===== src/rtl/cxu_pkg.sv =====
// Shared CXU definitions: status codes, id-width helpers, response entry layout
// and the parameter legality check used by the L0->L2 pipelined adapter.
package cxu_pkg;

    localparam int CXU_STATUS_W    = 3;
    localparam int CXU_RESP_DATA_W = 32;

    typedef enum logic [CXU_STATUS_W-1:0] {
        CXU_OK           = 3'd0,
        CXU_ERROR_CXU    = 3'd1,
        CXU_ERROR_OP     = 3'd2,
        CXU_ERROR_STATE  = 3'd3,
        CXU_ERROR_CUSTOM = 3'd4
    } cxu_status_e;

    // Response entry at the default 32-bit data width.
    typedef struct packed {
        logic [CXU_STATUS_W-1:0]    status;
        logic [CXU_RESP_DATA_W-1:0] data;
    } resp_entry_t;

    // Id field width for n ids; never narrower than one bit.
    function automatic int cxu_id_w(input int n);
        return (n <= 1) ? 1 : $clog2(n);
    endfunction

    // Declared widths of 0 still need a one-bit port.
    function automatic int cxu_eff_w(input int w);
        return (w < 1) ? 1 : w;
    endfunction

    // Only stateless targets and non-degenerate pipe/queue sizes are legal.
    function automatic bit check_param(input int n_states, input int pipe, input int depth);
        return (n_states == 0) && (pipe >= 1) && (depth >= 1);
    endfunction

endpackage


===== src/rtl/cxu_resp_fifo.sv =====
// Response queue: DEPTH entries of W bits, any depth (pointers wrap modulo DEPTH).
// Push and pop in the same cycle at full is legal. No bypass: a push to an empty
// queue becomes visible on the following cycle.
module cxu_resp_fifo #(
    parameter int DEPTH = 1,
    parameter int W     = 8,
    localparam int CW   = $clog2(DEPTH + 1),
    localparam int PW   = (DEPTH > 1) ? $clog2(DEPTH) : 1
) (
    input  logic          clk,
    input  logic          rst_n,
    input  logic          push_i,
    input  logic [W-1:0]  wdata_i,
    input  logic          pop_i,
    output logic [W-1:0]  rdata_o,
    output logic          full_o,
    output logic          empty_o,
    output logic [CW-1:0] count_o
);

    logic [W-1:0]  mem_q [DEPTH];
    logic [PW-1:0] wr_q, rd_q;
    logic [CW-1:0] cnt_q;
    logic          do_push, do_pop;

    function automatic logic [PW-1:0] nxt(input logic [PW-1:0] p);
        return (p == PW'(DEPTH - 1)) ? '0 : p + PW'(1);
    endfunction

    assign empty_o = (cnt_q == '0);
    assign full_o  = (cnt_q == CW'(DEPTH));
    assign count_o = cnt_q;
    assign do_pop  = pop_i && !empty_o;
    assign do_push = push_i && (!full_o || do_pop);

    // Pointer and occupancy bookkeeping.
    always_ff @(posedge clk or negedge rst_n) begin
        if (!rst_n) begin
            wr_q  <= '0;
            rd_q  <= '0;
            cnt_q <= '0;
        end else begin
            if (do_push) wr_q <= nxt(wr_q);
            if (do_pop)  rd_q <= nxt(rd_q);
            cnt_q <= cnt_q + CW'(do_push) - CW'(do_pop);
        end
    end

    // Storage is not reset; entries are only read once written.
    always_ff @(posedge clk) begin
        for (int i = 0; i < DEPTH; i++)
            if (do_push && wr_q == PW'(i)) mem_q[i] <= wdata_i;
    end

    // Head entry select.
    always_comb begin
        rdata_o = '0;
        for (int i = 0; i < DEPTH; i++)
            if (rd_q == PW'(i)) rdata_o = mem_q[i];
    end

endmodule


===== src/rtl/cvt02_pipe_cxu.sv =====
// CXU-L0 -> L2 adapter with fixed PIPE_STAGES response latency and a RESP_DEPTH
// response queue. Credits cover in-flight stages plus queued entries, so the
// queue never overflows. Optional perf counters: CVT02_PIPE_CXU_PERF_EN.
module cvt02_pipe_cxu
    import cxu_pkg::*;
#(
    parameter int CXU_N_CXUS     = 1,
    parameter int CXU_N_STATES   = 0,
    parameter int CXU_FUNC_ID_W  = 0,
    parameter int CXU_INSN_W     = 0,
    parameter int CXU_DATA_W     = 32,
    parameter int PIPE_STAGES    = 1,
    parameter int RESP_DEPTH     = 1,
    localparam int CXU_CXU_ID_W   = cxu_id_w(CXU_N_CXUS),
    localparam int CXU_STATE_ID_W = cxu_id_w(CXU_N_STATES),
    localparam int FUNC_W         = cxu_eff_w(CXU_FUNC_ID_W),
    localparam int INSN_W         = cxu_eff_w(CXU_INSN_W)
) (
    input  logic                      clk,
    input  logic                      rst_n,
    input  logic                      clk_en,
    input  logic                      req_valid,
    output logic                      req_ready,
    input  logic [CXU_CXU_ID_W-1:0]   req_cxu,
    input  logic [CXU_STATE_ID_W-1:0] req_state,
    input  logic [FUNC_W-1:0]         req_func,
    input  logic [INSN_W-1:0]         req_insn,
    input  logic [CXU_DATA_W-1:0]     req_data0,
    input  logic [CXU_DATA_W-1:0]     req_data1,
    output logic                      resp_valid,
    input  logic                      resp_ready,
    output logic [CXU_STATUS_W-1:0]   resp_status,
    output logic [CXU_DATA_W-1:0]     resp_data,
    output logic                      t_req_valid,
    output logic [CXU_CXU_ID_W-1:0]   t_req_cxu,
    output logic [FUNC_W-1:0]         t_req_func,
    output logic [CXU_DATA_W-1:0]     t_req_data0,
    output logic [CXU_DATA_W-1:0]     t_req_data1,
    input  logic [CXU_STATUS_W-1:0]   t_resp_status,
    input  logic [CXU_DATA_W-1:0]     t_resp_data
`ifdef CVT02_PIPE_CXU_PERF_EN
    ,
    output logic [31:0]               perf_resps,
    output logic [31:0]               perf_stalls
`endif
);

    localparam int CNT_W = $clog2(RESP_DEPTH + 1);
    localparam int NSTG  = (PIPE_STAGES > 1) ? PIPE_STAGES - 1 : 1;

    typedef struct packed {
        logic [CXU_STATUS_W-1:0] status;
        logic [CXU_DATA_W-1:0]   data;
    } entry_t;

    if (!check_param(CXU_N_STATES, PIPE_STAGES, RESP_DEPTH)) begin : g_bad_param
        $error("cvt02_pipe_cxu: needs CXU_N_STATES==0, PIPE_STAGES>=1, RESP_DEPTH>=1");
    end

    logic [CNT_W-1:0] cnt_q, cnt_d;
    logic             req_hs, resp_hs, fifo_push, fifo_empty;
    entry_t           fifo_wdata, fifo_rdata;
    logic             unused_full, unused_req;
    logic [CNT_W-1:0] unused_count;

    assign unused_req  = ^{req_state, req_insn};

    // Target sees the request combinationally; it answers in the same cycle.
    assign t_req_valid = req_valid;
    assign t_req_cxu   = req_cxu;
    assign t_req_func  = req_func;
    assign t_req_data0 = req_data0;
    assign t_req_data1 = req_data1;

    assign resp_valid  = !fifo_empty;
    assign resp_status = fifo_rdata.status;
    assign resp_data   = fifo_rdata.data;
    assign resp_hs     = clk_en && resp_valid && resp_ready;
    // A same-cycle pop frees a credit, hence the resp_ready -> req_ready path.
    assign req_ready   = clk_en && ((cnt_q < CNT_W'(RESP_DEPTH)) || (resp_valid && resp_ready));
    assign req_hs      = req_valid && req_ready;

    if (PIPE_STAGES == 1) begin : g_direct
        assign fifo_push  = req_hs;
        assign fifo_wdata = {t_resp_status, t_resp_data};
    end else begin : g_pipe
        logic   [NSTG-1:0] vld_q;
        entry_t [NSTG-1:0] ent_q;

        // Sampled target response travels one stage per enabled cycle.
        always_ff @(posedge clk or negedge rst_n) begin
            if (!rst_n) begin
                vld_q <= '0;
                ent_q <= '0;
            end else if (clk_en) begin
                vld_q[0] <= req_hs;
                ent_q[0] <= {t_resp_status, t_resp_data};
                for (int i = 1; i < NSTG; i++) begin
                    vld_q[i] <= vld_q[i-1];
                    ent_q[i] <= ent_q[i-1];
                end
            end
        end

        assign fifo_push  = clk_en && vld_q[NSTG-1];
        assign fifo_wdata = ent_q[NSTG-1];
    end

    // Credit next-state: request adds, response removes, both cancel.
    always_comb begin
        cnt_d = cnt_q;
        if (req_hs && !resp_hs)      cnt_d = cnt_q + CNT_W'(1);
        else if (!req_hs && resp_hs) cnt_d = cnt_q - CNT_W'(1);
    end

    // Credit register.
    always_ff @(posedge clk or negedge rst_n) begin
        if (!rst_n) cnt_q <= '0;
        else        cnt_q <= cnt_d;
    end

    cxu_resp_fifo #(
        .DEPTH (RESP_DEPTH),
        .W     ($bits(entry_t))
    ) u_resp_fifo (
        .clk     (clk),
        .rst_n   (rst_n),
        .push_i  (fifo_push),
        .wdata_i (fifo_wdata),
        .pop_i   (resp_hs),
        .rdata_o (fifo_rdata),
        .full_o  (unused_full),
        .empty_o (fifo_empty),
        .count_o (unused_count)
    );

`ifdef CVT02_PIPE_CXU_PERF_EN
    logic [31:0] perf_resps_q, perf_stalls_q;

    // Free-running event counters, wrapping at 2^32.
    always_ff @(posedge clk or negedge rst_n) begin
        if (!rst_n) begin
            perf_resps_q  <= '0;
            perf_stalls_q <= '0;
        end else begin
            if (resp_hs)                            perf_resps_q  <= perf_resps_q + 32'd1;
            if (clk_en && req_valid && !req_ready)  perf_stalls_q <= perf_stalls_q + 32'd1;
        end
    end

    assign perf_resps  = perf_resps_q;
    assign perf_stalls = perf_stalls_q;
`endif

endmodule


===== config.mk =====
export PLATFORM = sky130hd
export DESIGN_NAME = cvt02_pipe_cxu
export DESIGN_NICKNAME = d
export VERILOG_FILES = /design/src/rtl/cxu_pkg.sv /design/src/rtl/cxu_resp_fifo.sv /design/src/rtl/cvt02_pipe_cxu.sv
export SDC_FILE = /design/constraint.sdc
export NUM_CORES = 1
export LEC_CHECK = 0
export ABC_AREA = 1
export CAP_MARGIN = 25
export CORE_AREA = 2 2 83 85
export CTS_BUF_LIST = sky130_fd_sc_hd__clkbuf_4
export DETAILED_ROUTE_END_ITERATION = 6
export DIE_AREA = 0 0 85 87
export GPL_TIMING_DRIVEN = 0
export PLACE_DENSITY = 0.87
export SKIP_LAST_GASP = 1
export SYNTH_ARGS = -nofsm -noshare
export SYNTH_HDL_FRONTEND = slang
export SYNTH_SLANG_ARGS = --single-unit

===== constraint.sdc =====
create_clock -name clk -period 3.8 [get_ports clk]
set_input_delay 0.76 -clock clk [delete_from_list [all_inputs] [get_ports clk]]
set_output_delay 0.76 -clock clk [all_outputs]
set_load 0.005 [all_outputs]

# Yosys cells after proc, flatten, opt, wreduce, memory -nomap -nowiden
# Memory sizes are Yosys's and may differ from the RTL's.
# Cells that the tools add are included.
[totals] elab_cells=36 n_memories=1 latch_bits=0 mem_bits_rw=35 romBits=0 inputBits=108 register_bits=4
[classes] bitwise_logic=1 muxes=7 reduce_logical=16 shift=0 n_lt_le_gt_ge=1 div=0 multipliers=0 add_sub_neg=6 n_eq_ne=0
[memory_table] name="u_resp_fifo.mem_q" words=1 word_bits=35 rd=1 rd_ports_with_merged_regs=0 wr=1 line="cxu_resp_fifo.sv:21" source="logic [W-1:0] mem_q [DEPTH];"
[ops] op="35-bit two-way mux" count=1
[ops] op="1-bit logical AND" count=10
[ops] op="1-bit two-way mux" count=6
[ops] op="1-bit adder, second input constant" count=3
[ops] op="1-bit logical NOT" count=3
[ops] op="1-bit logical OR" count=2
[ops] op="2-bit nonzero test" count=1
[ops] op="1-bit adder" count=1
[ops] op="1-bit < comparator, second input constant" count=1
[ops] op="1-bit inverter" count=1
[ops] op="1-bit subtractor" count=1
[ops] op="1-bit subtractor, second input constant" count=1

# Longest topological paths before layout
# Gate-level depths: netlist (run 1).
[depth] ltp_word=8 mapped_depth=5

# By module
# A second synthesis (run 1) with hierarchy kept.
[hier_totals] cells_unflattened=126 area_unflattened_um2=1705.4
[by_module_without_submodules] module="cxu_resp_fifo" area_per_inst_um2=1108.6 cells_per_inst=42 instances=1
[by_module_without_submodules] module="cvt02_pipe_cxu" area_per_inst_um2=596.8 cells_per_inst=84 instances=1

# Least setup slack after synthesis (run 1)
# OpenSTA, ideal clock, no wires.
[synth_path] path_kind="input-to-reg" from="in resp_ready" to="mem u_resp_fifo.mem_q[0][0] in the netlist's numbering, enable pin" slack_ps=1430 path_stages=4 n_path_buf=0 arrival_ps=1970 t_required_ps=3401 cell_sequence="nand3_1 o21ai_2 nand2_2 nor2_2"
[synth_between] elab_chain_len=8 word_cells_on_any_way=11
[synth_lines] item="start: declaration" line="cvt02_pipe_cxu.sv:31" source="input logic resp_ready,"
[synth_lines] item="1-bit logical AND" line="cvt02_pipe_cxu.sv:80" source="assign req_ready = clk_en && ((cnt_q < CNT_W'(RESP_DEPTH)) || (resp_valid && resp_ready));"
[synth_lines] item="1-bit logical OR" line="cvt02_pipe_cxu.sv:80"
[synth_lines] item="1-bit logical AND" line="cvt02_pipe_cxu.sv:80"
[synth_lines] item="net req_ready" line="cvt02_pipe_cxu.sv:23" source="output logic req_ready,"
[synth_lines] item="1-bit logical AND" line="cvt02_pipe_cxu.sv:81" source="assign req_hs = req_valid && req_ready;"
[synth_lines] item="1-bit logical AND" line="cxu_resp_fifo.sv:34" source="assign do_push = push_i && (!full_o || do_pop);"
[synth_lines] item="net u_resp_fifo.do_push" line="cxu_resp_fifo.sv:24" source="logic do_push, do_pop;"
[synth_lines] item="1-bit logical AND" line="cxu_resp_fifo.sv:52" source="if (do_push && wr_q == PW'(i)) mem_q[i] <= wdata_i;"
[synth_lines] item="1-bit two-way mux" line="cxu_resp_fifo.sv:52"
[synth_lines] item="1-bit two-way mux (implied by the code)" line="cxu_resp_fifo.sv:52"
[synth_lines] item="end: declaration" line="cxu_resp_fifo.sv:21"
# The timed path passes the listed nets, and every way through them passes these cells.

# Final worst setup path (run 1)
[layout_path] from="in clk_en" to="out req_ready"
[layout_between] elab_chain_len=1
[layout_lines] item="start: declaration" line="cvt02_pipe_cxu.sv:21" source="input logic clk_en,"
[layout_lines] item="1-bit logical AND" line="cvt02_pipe_cxu.sv:80"
[layout_lines] item="end: declaration" line="cvt02_pipe_cxu.sv:23"
# Every way passes these cells.

==> results of run 1 <==
## per-layer routing
metal  vias to the layer above  share of wire [%]  global-route usage [%]
li1                        631                  -                       -
met1                       591                 33                    13.6
met2                       119                 55                    22.7
met3                         4                 11                    4.27
met4                         0                1.3                    4.47
met5                         -                  0                       0
## logic make-up after synthesis
family | after synthesis | share of synthesized area, %
AND/OR/NAND/NOR | 12 | 3.21
AO/OA/AOI/OAI | 1 | 0.522
buffers and inverters | 70 | 30.6
flip-flops | 37 | 65.6
## final timing paths
kind                                                      to  slack (ns)
max                                                req_ready        0.97
min                                        cnt_q$_DFFE_PN0P_        0.56
max reg2reg                u_resp_fifo.mem_q[0][2]$_DFFE_PP_        1.91
min reg2reg                                cnt_q$_DFFE_PN0P_        0.56
max in group asynchronous      u_resp_fifo.count_o$_DFF_PN0_        3.11
min in group asynchronous                  cnt_q$_DFFE_PN0P_        0.58
## flip-flops by register name, indices dropped and copies added, names as in the netlist
signal and count:
u_resp_fifo.mem_q 35, cnt_q 1, u_resp_fifo.count_o 1
## cells in the final DEF, fill, tap and decap left out, drive strengths merged, types with 2 or more instances in the layout
cell type	count
clkbuf	6
buf	67
nor2	2
edfxtp	35
inv	3
nand2	8
clkdlybuf4s50	143
dfrtp	2
## report_power, final
part           total (mW)  internal, mW  switching [mW]  leakage (nW)
registers           0.532         0.510          0.0219         0.341
logic               0.325         0.222           0.103         0.933
clock network       0.266         0.144           0.122        0.0433
total                1.12         0.876           0.247          1.32
## worst max-delay path: stages
cell and delay [ns]:
sky130_fd_sc_hd__clkdlybuf4s50_1 0.51, sky130_fd_sc_hd__nand3_1 0.16, sky130_fd_sc_hd__o21ai_2 0.12, sky130_fd_sc_hd__clkdlybuf4s50_1 0.52
## cell type report
cell class / count / area share, %
plain buffers: 67 / 15.3
clock buffers: 6 / 1.37
clock inverters: 2 / 1.03
inverters: 3 / 0.342
multi-input cells: 13 / 2.05
flip-flops and latches: 37 / 33.4
well taps: 80 / 3.04
repair buffers: 143 / 43.5
==> results.md, run 1 <==
- The flow ran to the end, and the final reports show no timing, DRC or antenna violations.
- The growth of design area from synthesis to finish is 96.3%.
- The final wirelength is 4850 um.
- After filler insertion, the fill cell instance count of the layout stands at 571.
- The number of synthesized flops with an enable pin is 35.
- Of the synthesized area, sequential elements account for 65.6%.
- The overall fraction of global-route tracks in use is 12.5%.
- Cells with a size suffix above 1 make up 28.4% of the layout.
- The number of nets handed over by synthesis was 228.
- The synthesized netlist occupies a cell area of 1680 um^2.
- TritonCTS built the clock tree.
- The launching instance or port of the critical path is clk_en.
- Data on the critical path arrives at its endpoint at 2.07 ns.
- The total area of sequential cells is 1100 um^2.
- The starting DRC count in detailed routing is 55.
- Counting every instance in the synthesized netlist gives 120.
- The core utilization of the finished layout is 50.1%.
- Among all cell types in the netlist, the one instantiated most often is sky130_fd_sc_hd__buf_4.
- Among all flip-flop cells after synthesis, the most frequent one is sky130_fd_sc_hd__edfxtp_1.
- The count of buffers added on input and output ports is 143.
- Once placement finished, the instance area stood at 3210 um^2.
- Based on the critical path, the design can be clocked at up to 353 MHz.
- The number of clock buffers inserted by TritonCTS is 5.
- Summed over all cells, the static leakage comes to 1.32 nW.
- The CTS H-tree depth is 2.
- The worst relative slew slack is 37.4%.
- The async set or reset register ratio after synthesis is 5.41%.
- 0 antenna diodes ended up in the layout.
- Entering global routing, the biggest net connects 36 pins.
- After layout, the design draws a total of 1.12 mW.
- The clock latency on the worst-skew pair is 0.33 ns.
- The worst register-to-register path has a depth of 4.
- The count of cells along the worst hold path is 2.
- The die covers 7400 um^2.
- The total number of yosys warnings is 0.
- In the final layout, the multi-input gates occupy 67.6 um^2.
- Setup repair after global routing left no endpoint under its margin.
- The routed wirelength normalized by instance count is 13.8 um.
- The pre-CTS setup slack is 0.976 ns.
- The type of the most critical hold path is register to register.
- The areal power density over the cells is 341 nW/um^2.
- STA classifies the critical path startpoint as an input port.
- The commonest cells after synthesis are 67 x sky130_fd_sc_hd__buf_4, 35 x sky130_fd_sc_hd__edfxtp_1, 7 x sky130_fd_sc_hd__nand2_1.
- The initial antenna violation count was 0.
- At the worst endpoint, the required time is 3.04 ns.
- The critical path is of the input port to output port type.
- After clock tree synthesis, the clock-pin slew on the worst setup and hold paths is 0.11 ns.
- Ranked by total cell area, the synthesized netlist is headed by sky130_fd_sc_hd__edfxtp_1 63%, sky130_fd_sc_hd__buf_4 30%, sky130_fd_sc_hd__dfrtp_1 3.0%.
- The minimum setup slack in the final design is 0.966 ns.
- The peak supply drop is 0.241 mV.
- The library cell with the largest summed area after synthesis is sky130_fd_sc_hd__edfxtp_1.
- The clock drives 37 sinks.
- Counting flops and latches in the post-synthesis netlist gives 37.
- A synthesized cell averages 14.0 um^2.
- The initial utilization of the core area, before any placement, comes to 25.5%.
- The final-report hold violation count was 0.
- The global-route wire length before repair is 7130 um.
- The minimum period implied by the final worst setup slack is 2.83 ns.
- The length of the first detailed-routing pass in iterations is 4.
- In this run the most critical hold path is launched from cnt_q$_DFFE_PN0P_.
- The final estimated routing congestion in global placement is 0.786.
- Setup violations remaining at the end of the flow were counted as 0.
- The number of unique standard cell types used by synthesis is 11.
- The count of maximum capacitance violations is 0.
- In this run the horizontal extent of the chip is 85 um.
- The total of cells resized after clock tree synthesis is 0.
- The post-CTS repair timing setup buffer count is 0.
- The maximum count of clock buffers along a single path is 2.
- In the finished design, the share of the clock period the worst path needs comes to 74.6%.
- Adding up every negative setup slack in the final design gives 0 ns.
- The via count normalized by instance count is 3.83.
- The actual transition at the worst max-transition pin is 0.937 ns.
- The number of hold buffers added after CTS was 0.
- Detailed routing inserted a total of 1345 vias.
- STA classifies the critical path endpoint as an output port.
- The post-route cell area is 3290 um^2.
- In this run the worst path has a maximum fanout of 3.
- On the final layout, the worst clock skew is 0.00899 ns.
- The overall overflow remaining after global route is 0.
- The worst hold slack after final layout is 0.563 ns.
- The chip height is 87 um.
- In this run, placement finished with an instance count of 343.
- At the end of the flow, the number of nets in the layout was 378.
- The launch point of the worst reg-to-reg path is u_resp_fifo.count_o$_DFF_PN0_.
- Clock tree synthesis selected as its root buffer the cell sky130_fd_sc_hd__clkbuf_4.
- The area of the core is 6570 um^2.
- The remaining number of nets flagged by the antenna check after routing is 0.
- In the routed design, unresolved DRC markers number 0.
- The via count of the first global-routing pass was 1411.
- After synthesis, the largest area contributor takes up 62.6% of total cell area.
- Excluding fillers, the count of instances in the completed layout stands at 351.
- The HPWL after detailed placement is 4190 um.
- In this run the core area contains 30 standard-cell rows.
- The number of placed I/O pins is 212.
- The count of pins over their slew limit is 0.
(Power assumes the default switching activity.)
==> inputs of run 2 (changes only) <==
- CORE_AREA: 2 2 83 85 -> unset
- CORE_MARGIN: unset -> 2
- CORE_UTILIZATION: unset -> 24
- DIE_AREA: 0 0 85 87 -> unset
- PLACE_DENSITY: 0.87 -> 0.85
- clock period: 3.8 -> 2.6 ns (I/O delays scaled with it)
==> run 2 against run 1 <==
Compared with the run above: count of clock-buffer cells in the layout down 1; core utilization shrank 1.4 points; sequential cell count unchanged; cell count is 4.6% higher; register-to-register slack lost 1.2 ns; die area up 3.8%; clock power up 44%; wire length fell by 4.7%; worst hold slack worse by 0.23 ns; critical endpoint unchanged; largest cell class unchanged; largest power group unchanged.
==> results.md, run 2 (synthesis gave the netlist of run 1 again) <==
- The relative contribution of combinational cells to total power is 29.0% (was 28.9%).
- The minimum setup slack in the final design is 0.272 ns (was 0.966 ns).
- The length of the first detailed-routing pass in iterations is 2 (was 4).
- The worst relative slew slack is 36.6% (was 37.4%).
- The areal power density over the cells is 493 nW/um^2 (was 341 nW/um^2).
- The remaining number of nets flagged by the antenna check after routing came to 0 (unchanged).
- The most repeated library cell on the critical path is sky130_fd_sc_hd__clkdlybuf4s50_1 (unchanged).
- The growth of design area from synthesis to finish is 97.5% (was 96.3%).
- The leakage dissipation is 1.31 nW (was 1.32 nW).
- The via count of the first global-routing pass came to 1432 (was 1411).
- The TritonCTS sink count is 37 (unchanged).
- The number of clock buffers inserted by TritonCTS is 5 (unchanged).
- The final-report hold violation count came to 0 (unchanged).
- The path depth of the worst reg2reg path came to 4 (unchanged).
- The worst path required time is 2.08 ns (was 3.04 ns).
- The half-perimeter wire length after placement is 3990 um (was 4190 um).
- The peak supply drop came to 0.183 mV (was 0.241 mV).
- Result of the run: finished clean (unchanged).
- The portion of total power attributed to sequential cells is 47.6% (was 47.4%).
- The count of maximum capacitance violations is 0 (unchanged).
- The critical register-to-register path endpoint is u_resp_fifo.mem_q[0][1]$_DFFE_PP_ (was u_resp_fifo.mem_q[0][2]$_DFFE_PP_).
- The fraction of layout cells with a size suffix above 1 is 28.4% (unchanged).
- The worst stage delay on the critical path is 0.53 ns (was 0.52 ns).
- The total of cells resized after clock tree synthesis is 0 (unchanged).
- The count of hold buffers inserted by post-cts repair was 0 (unchanged).
- The critical-path maximum fanout was 3 (unchanged).
- The overall fraction of global-route tracks in use was 11.4% (was 12.5%).
- The starting DRC count in detailed routing is 57 (was 55).
- The switching share of power is 22.3% (was 22.0%).
- The post-CTS repair timing setup buffer count is 0 (unchanged).
- The cell-internal power is 1.27 mW (was 0.876 mW).
- The worst path arrival time is 1.81 ns (was 2.07 ns).
- The initial antenna violation count is 0 (unchanged).
- The CTS H-tree depth was 2 (unchanged).
- The port buffer count is 143 (unchanged).
- The largest net degree at the start of global routing was 36 (unchanged).
- The minimum period implied by the final worst setup slack is 2.33 ns.
- The antenna diode count is 0 (unchanged).
- The count of pins over their slew limit is 0 (unchanged).
- The floorplan die area came to 7680 um^2 (was 7400 um^2).
- The category of the worst setup path capture point was an output port (unchanged).
- The final estimated routing congestion in global placement is 0.754 (was 0.786).
- The global-route wire length before repair is 6560 um (was 7130 um).
- Highest-count cells in the layout ignoring fill and taps: 143 x sky130_fd_sc_hd__clkdlybuf4s50_1, 67 x sky130_fd_sc_hd__buf_4, 35 x sky130_fd_sc_hd__edfxtp_1 (unchanged).
- The area of the core is 6790 um^2 (was 6570 um^2).
- The number of flip-flops under the largest register name is 35 (unchanged).
- The maximum count of clock buffers along a single path came to 2 (unchanged).
- The routed wirelength normalized by instance count is 12.6 um (was 13.8 um).
- The most common library cell in the layout ignoring fill and taps is sky130_fd_sc_hd__clkdlybuf4s50_1 (unchanged).
- The register clock-pin slew on the reported worst setup and hold paths is 0.11 ns (about the same).
- The critical path class is input port to output port (unchanged).
- The core utilization of the finished layout is 48.8% (was 50.1%).
- The count of standard-cell rows was 30 (unchanged).
- The type of the most critical hold path is input port to asynchronous set/reset pin (was register to register).
- The power spent charging and discharging nets is 0.364 mW (was 0.247 mW).
- The actual transition at the worst max-transition pin is 0.948 ns (was 0.937 ns).
- The final wirelength came to 4620 um (was 4850 um).
- The initial cell density of the core was 24.7% (was 25.5%).
- The net count reported at finish is 378 (unchanged).
- The final setup violation count is 0 (unchanged).
- The portion of total power attributed to the clock network is 23.4% (was 23.7%).
- The cell with the largest stage delay on the worst path is sky130_fd_sc_hd__clkdlybuf4s50_1 (unchanged).
- The clock latency on the worst-skew pair is 0.34 ns (was 0.33 ns).
- The clock tree from TritonCTS is built (unchanged).
- The number of cells after detailed placement is 359 (was 343).
- The clock tree skew after final layout was 0.00949 ns (was 0.00899 ns).
- The die extent in x is 87.6 um (was 85 um).
- The pre-CTS setup slack is 0.0524 ns (was 0.976 ns).
- The overall overflow remaining after global route is 0 (unchanged).
- Based on the critical path, the design can be clocked at up to 430 MHz.
- The register with the most flip-flops is u_resp_fifo.mem_q (unchanged).
- The chip height is 87.6 um (was 87 um).
- Critical-path cell list: clkdlybuf4s50_1, nand3_1, o21ai_2, clkdlybuf4s50_1 (unchanged).
- The area after detailed placement was 3230 um^2 (was 3210 um^2).
- The total power is 1.63 mW (was 1.12 mW).
- The via count normalized by instance count is 3.70 (was 3.83).
- RSZ-0062 raised after global routing: no (unchanged).
- The root buffer cell is sky130_fd_sc_hd__clkbuf_4 (unchanged).
- The post-route cell area came to 3310 um^2 (was 3290 um^2).
- The number of DRC violations after detailed routing is 0 (unchanged).
- The launch point of the worst reg-to-reg path is u_resp_fifo.count_o$_DFF_PN0_ (unchanged).
- The worst reg-to-reg setup slack was 0.69 ns (was 1.91 ns).
- The number of standard cells in the layout, taps in and fillers out is 367 (was 351).
- The critical path launch point type is an input port (unchanged).
- The fraction of the cycle the final worst path needs is 89.5%.
- The number of placed I/O pins is 212 (unchanged).
- The total number of vias is 1359 (was 1345).
-- run 2: cell types whose count changed in the layout (fill, tap and decap cells not counted), sizes merged --
cell | before | now
clkbuf | 6 | 5
clkinvlp | 0 | 1
-- run 2: worst max-delay path by stage --
stage	startpoint	end	slack [ns]	depth (start not counted)
2_1_floorplan	resp_ready	u_resp_fifo.mem_q[0][0]$_DFFE_PP_	0.47	4
3_3_place_gp	clk_en	u_resp_fifo.mem_q[0][30]$_DFFE_PP_	-0.37	5
3_5_place_dp	clk_en	u_resp_fifo.mem_q[0][30]$_DFFE_PP_	0.05	5
4_1_cts	clk_en	req_ready	0.26	4
5_1_grt	clk_en	req_ready	0.22	4
6_report	clk_en	req_ready	0.27	4
-- run 2: layout make-up --
cell class,instances,area [um^2]
flip-flops and latches,37,1100
clock inverters,3,41.3
plain buffers,67,503
well taps,96,120
multi-input cells,13,67.6
clock buffers,5,37.5
fillers,600,3480
repair buffers,143,1430
inverters,3,11.3
-- run 2: power groups by stage --
stage / logic, mW / registers [mW] / clock network (mW)
CTS: 0.481 / 0.778 / 0.397
global route: 0.514 / 0.786 / 0.421
finish: 0.473 / 0.777 / 0.382
floorplan: 0.147 / 0.795 / 0
detailed placement: 0.479 / 0.792 / 0
global placement: 0.463 / 0.789 / 0
-- run 2: metal layers --
metal / track usage [%] / part of all wire (%) / up-vias
met5: 0 / 0 / -
met4: 7.55 / 4.8 / 0
met3: 4.71 / 12 / 14
met2: 19.2 / 48 / 131
met1: 11.4 / 35 / 581
li1: - / - / 633
-- run 2: through the flow --
stage               setup TNS [ns]  hold slack (ns)
finish                           0            0.338
floorplan                        0            0.224
detailed placement               0            0.523
CTS                              0            0.322
global route                     0            0.310
global placement            -12.80            0.519
-- run 2: worst max-delay path, delay by kind of cell --
family / cells / cell delay (ns)
buf+inv: 2 / 1.03
simple gates: 1 / 0.15
compound gates: 1 / 0.12
==> inputs of run 3 (changes only) <==
- SETUP_SLACK_MARGIN: unset -> 0.5
- SLEW_MARGIN: unset -> 20
==> run 3 against run 2 <==
Compared with the run above: clock power is essentially flat; critical path depth is the same; largest cell class unchanged; critical path type unchanged; first-iteration DRC count shrank 14%.
==> results.md, run 3 (synthesis gave the netlist of run 1 again) <==
- Result of the run: finished clean (unchanged).
- The TritonCTS sink count is 37 (unchanged).
- The worst path required time came to 2.08 ns (about the same).
- The register with the most flip-flops is u_resp_fifo.mem_q (unchanged).
- The final-layout fill cell count was 585 (was 600).
- The remaining number of nets flagged by the antenna check after routing is 0 (unchanged).
- The half-perimeter wire length after placement is 4160 um (was 3990 um).
- The type of the most critical hold path is input port to asynchronous set/reset pin (unchanged).
- The most common library cell in the layout ignoring fill and taps is sky130_fd_sc_hd__clkdlybuf4s50_1 (unchanged).
- The number of DRC violations after detailed routing is 0 (unchanged).
- The initial cell density of the core was 24.7% (unchanged).
- The via count of the first global-routing pass is 1435 (was 1432).
- The relative contribution of combinational cells to total power is 29.5% (was 29.0%).
- The chip height is 87.6 um (unchanged).
- The area of the core was 6790 um^2 (unchanged).
- The worst path arrival time was 1.53 ns (was 1.81 ns).
- The clock tree skew after final layout came to 0.0117 ns (was 0.00949 ns).
- The overall fraction of global-route tracks in use is 11.9% (was 11.4%).
- The critical path launch point type is an input port (unchanged).
- The growth of design area from synthesis to finish was 98.4% (was 97.5%).
- RSZ-0062 raised after global routing: no (unchanged).
- The switching share of power is 22.5% (was 22.3%).
- The starting DRC count in detailed routing came to 49 (was 57).
- The CTS H-tree depth was 2 (unchanged).
- The final setup violation count is 0 (unchanged).
- The maximum clock rate is 489 MHz (was 430 MHz).
- Critical-path cell list: clkdlybuf4s50_1, nand3_2, o21ai_2, dlygate4sd2_1 (was clkdlybuf4s50_1, nand3_1, o21ai_2, clkdlybuf4s50_1).
- The clock latency on the worst-skew pair was 0.33 ns (was 0.34 ns).
- Highest-count cells in the layout ignoring fill and taps: 140 x sky130_fd_sc_hd__clkdlybuf4s50_1, 67 x sky130_fd_sc_hd__buf_4, 35 x sky130_fd_sc_hd__edfxtp_1 (was 143 x sky130_fd_sc_hd__clkdlybuf4s50_1, 67 x sky130_fd_sc_hd__buf_4, 35 x sky130_fd_sc_hd__edfxtp_1).
- The global-route wire length before repair is 6730 um (was 6560 um).
- The worst relative slew slack is 65.3% (was 36.6%).
- The portion of total power attributed to the clock network came to 23.1% (was 23.4%).
- The register clock-pin slew on the reported worst setup and hold paths is 0.11 ns (about the same).
- The worst stage delay on the critical path came to 0.52 ns (was 0.53 ns).
- The areal power density over the cells is 495 nW/um^2 (was 493 nW/um^2).
- The minimum period implied by the final worst setup slack is 2.05 ns (was 2.33 ns).
- The cell with the largest stage delay on the worst path is sky130_fd_sc_hd__clkdlybuf4s50_1 (unchanged).
- The net count reported at finish is 379 (was 378).
- The number of clock buffers inserted by TritonCTS is 5 (unchanged).
- The antenna diode count is 0 (unchanged).
- The count of maximum capacitance violations came to 0 (unchanged).
- The largest net degree at the start of global routing is 19 (was 36).
- The setup total negative slack is 0 ns (unchanged).
- The power spent charging and discharging nets is 0.371 mW (was 0.364 mW).
- The final estimated routing congestion in global placement is 0.722 (was 0.754).
- The count of hold buffers inserted by post-cts repair is 0 (unchanged).
- The portion of total power attributed to sequential cells is 47.3% (was 47.6%).
- The number of flip-flops under the largest register name is 35 (unchanged).
- The critical-path maximum fanout came to 3 (unchanged).
- The routed wirelength normalized by instance count is 13.4 um (was 12.6 um).
- The via count normalized by instance count came to 3.88 (was 3.70).
- The root buffer cell is sky130_fd_sc_hd__clkbuf_4 (unchanged).
- The number of cells after detailed placement is 359 (unchanged).
- The length of the first detailed-routing pass in iterations is 4 (was 2).
- The leakage dissipation was 1.33 nW (was 1.31 nW).
- The count of standard-cell rows is 30 (unchanged).
- The maximum count of clock buffers along a single path is 2 (unchanged).
- The path depth of the worst reg2reg path was 4 (unchanged).
- The peak supply drop is 0.207 mV (was 0.183 mV).
- The clock tree from TritonCTS was built (unchanged).
- The cell-internal power is 1.28 mW (was 1.27 mW).
- The number of standard cells in the layout, taps in and fillers out is 368 (was 367).
- The fraction of layout cells with a size suffix above 1 is 29.0% (was 28.4%).
- The final wirelength was 4930 um (was 4620 um).
- The total number of vias is 1427 (was 1359).
- The die extent in x is 87.6 um (unchanged).
- The gate family responsible for the most delay along the worst path is buffers and inverters (unchanged).
- The fraction of the cycle the final worst path needs is 78.7% (was 89.5%).
- The count of pins over their slew limit is 0 (unchanged).
- The number of placed I/O pins is 212 (unchanged).
- The critical path class is input port to output port (unchanged).
- The instance count on the critical path is 4 (unchanged).
- The port buffer count was 143 (unchanged).
- The actual transition at the worst max-transition pin is 0.520 ns (was 0.948 ns).
- The overall overflow remaining after global route came to 0 (unchanged).
- The initial antenna violation count came to 0 (unchanged).
- The post-CTS repair timing setup buffer count was 0 (unchanged).
- The number of buffer and inverter instances along the worst setup path came to 2 (unchanged).
- The final-report hold violation count is 0 (unchanged).
- The category of the worst setup path capture point is an output port (unchanged).
- The floorplan die area was 7680 um^2 (unchanged).
-- run 3: layout make-up --
cell class              instances  area [um^2]  share of cell area, %
plain buffers                  67          503                   15.1
clock buffers                   6         45.0                   1.35
clock inverters                 2         33.8                   1.01
inverters                       3         11.3                  0.338
multi-input cells              14         83.8                   2.52
flip-flops and latches         37         1100                   33.1
well taps                      96          120                   3.61
repair buffers                143         1430                   43.0
-- run 3: final timing paths --
| path | start | to | slack [ns] |
|---|---|---|---|
| max in group asynchronous | rst_n | cnt_q$_DFFE_PN0P_ | 2.14 |
| setup reg to reg | u_resp_fifo.count_o$_DFF_PN0_ | u_resp_fifo.mem_q[0][27]$_DFFE_PP_ | 0.98 |
| hold reg to reg | cnt_q$_DFFE_PN0P_ | cnt_q$_DFFE_PN0P_ | 0.57 |
| min in group clk | cnt_q$_DFFE_PN0P_ | cnt_q$_DFFE_PN0P_ | 0.57 |
| hold / removal | rst_n | u_resp_fifo.count_o$_DFF_PN0_ | 0.34 |
| setup / recovery | resp_ready | req_ready | 0.55 |
-- run 3: metrics by stage --
step,power [mW],area (um^2),util [%],hold slack (ns),setup slack [ns]
floorplan,0.947,1680,-,0.224,0.847
global placement,1.25,3230,47.6,0.521,0.168
detailed placement,1.28,3230,47.6,0.539,0.0851
CTS,1.67,3330,49.0,0.323,0.521
global route,1.73,3330,49.0,0.317,0.508
finish,1.65,3330,49.0,0.338,0.555
-- run 3: repair_timing --
item                                    4_1_cts  5_1_grt
gates cloned                                  1        0
resized for setup                             4        1
pin swaps                                     1        0
endpoints found under the setup margin       37        1
endpoints found under the hold margin         0        0
-- run 3: metal layers --
metal / up-vias / share of wire, % / track usage (%)
li1: 634 / - / -
met1: 631 / 34 / 11.5
met2: 146 / 50 / 21.3
met3: 16 / 12 / 4.62
met4: 0 / 4.4 / 7.41
met5: - / 0 / 0
-- run 3: power by group through the flow --
stage | Sequential [mW] | Combinational, mW | Clock [mW]
after floorplan | 0.794 | 0.153 | 0
after global placement | 0.788 | 0.466 | 0
after detailed placement | 0.793 | 0.482 | 0
after CTS | 0.782 | 0.494 | 0.395
after global routing | 0.789 | 0.522 | 0.416
final | 0.781 | 0.487 | 0.381
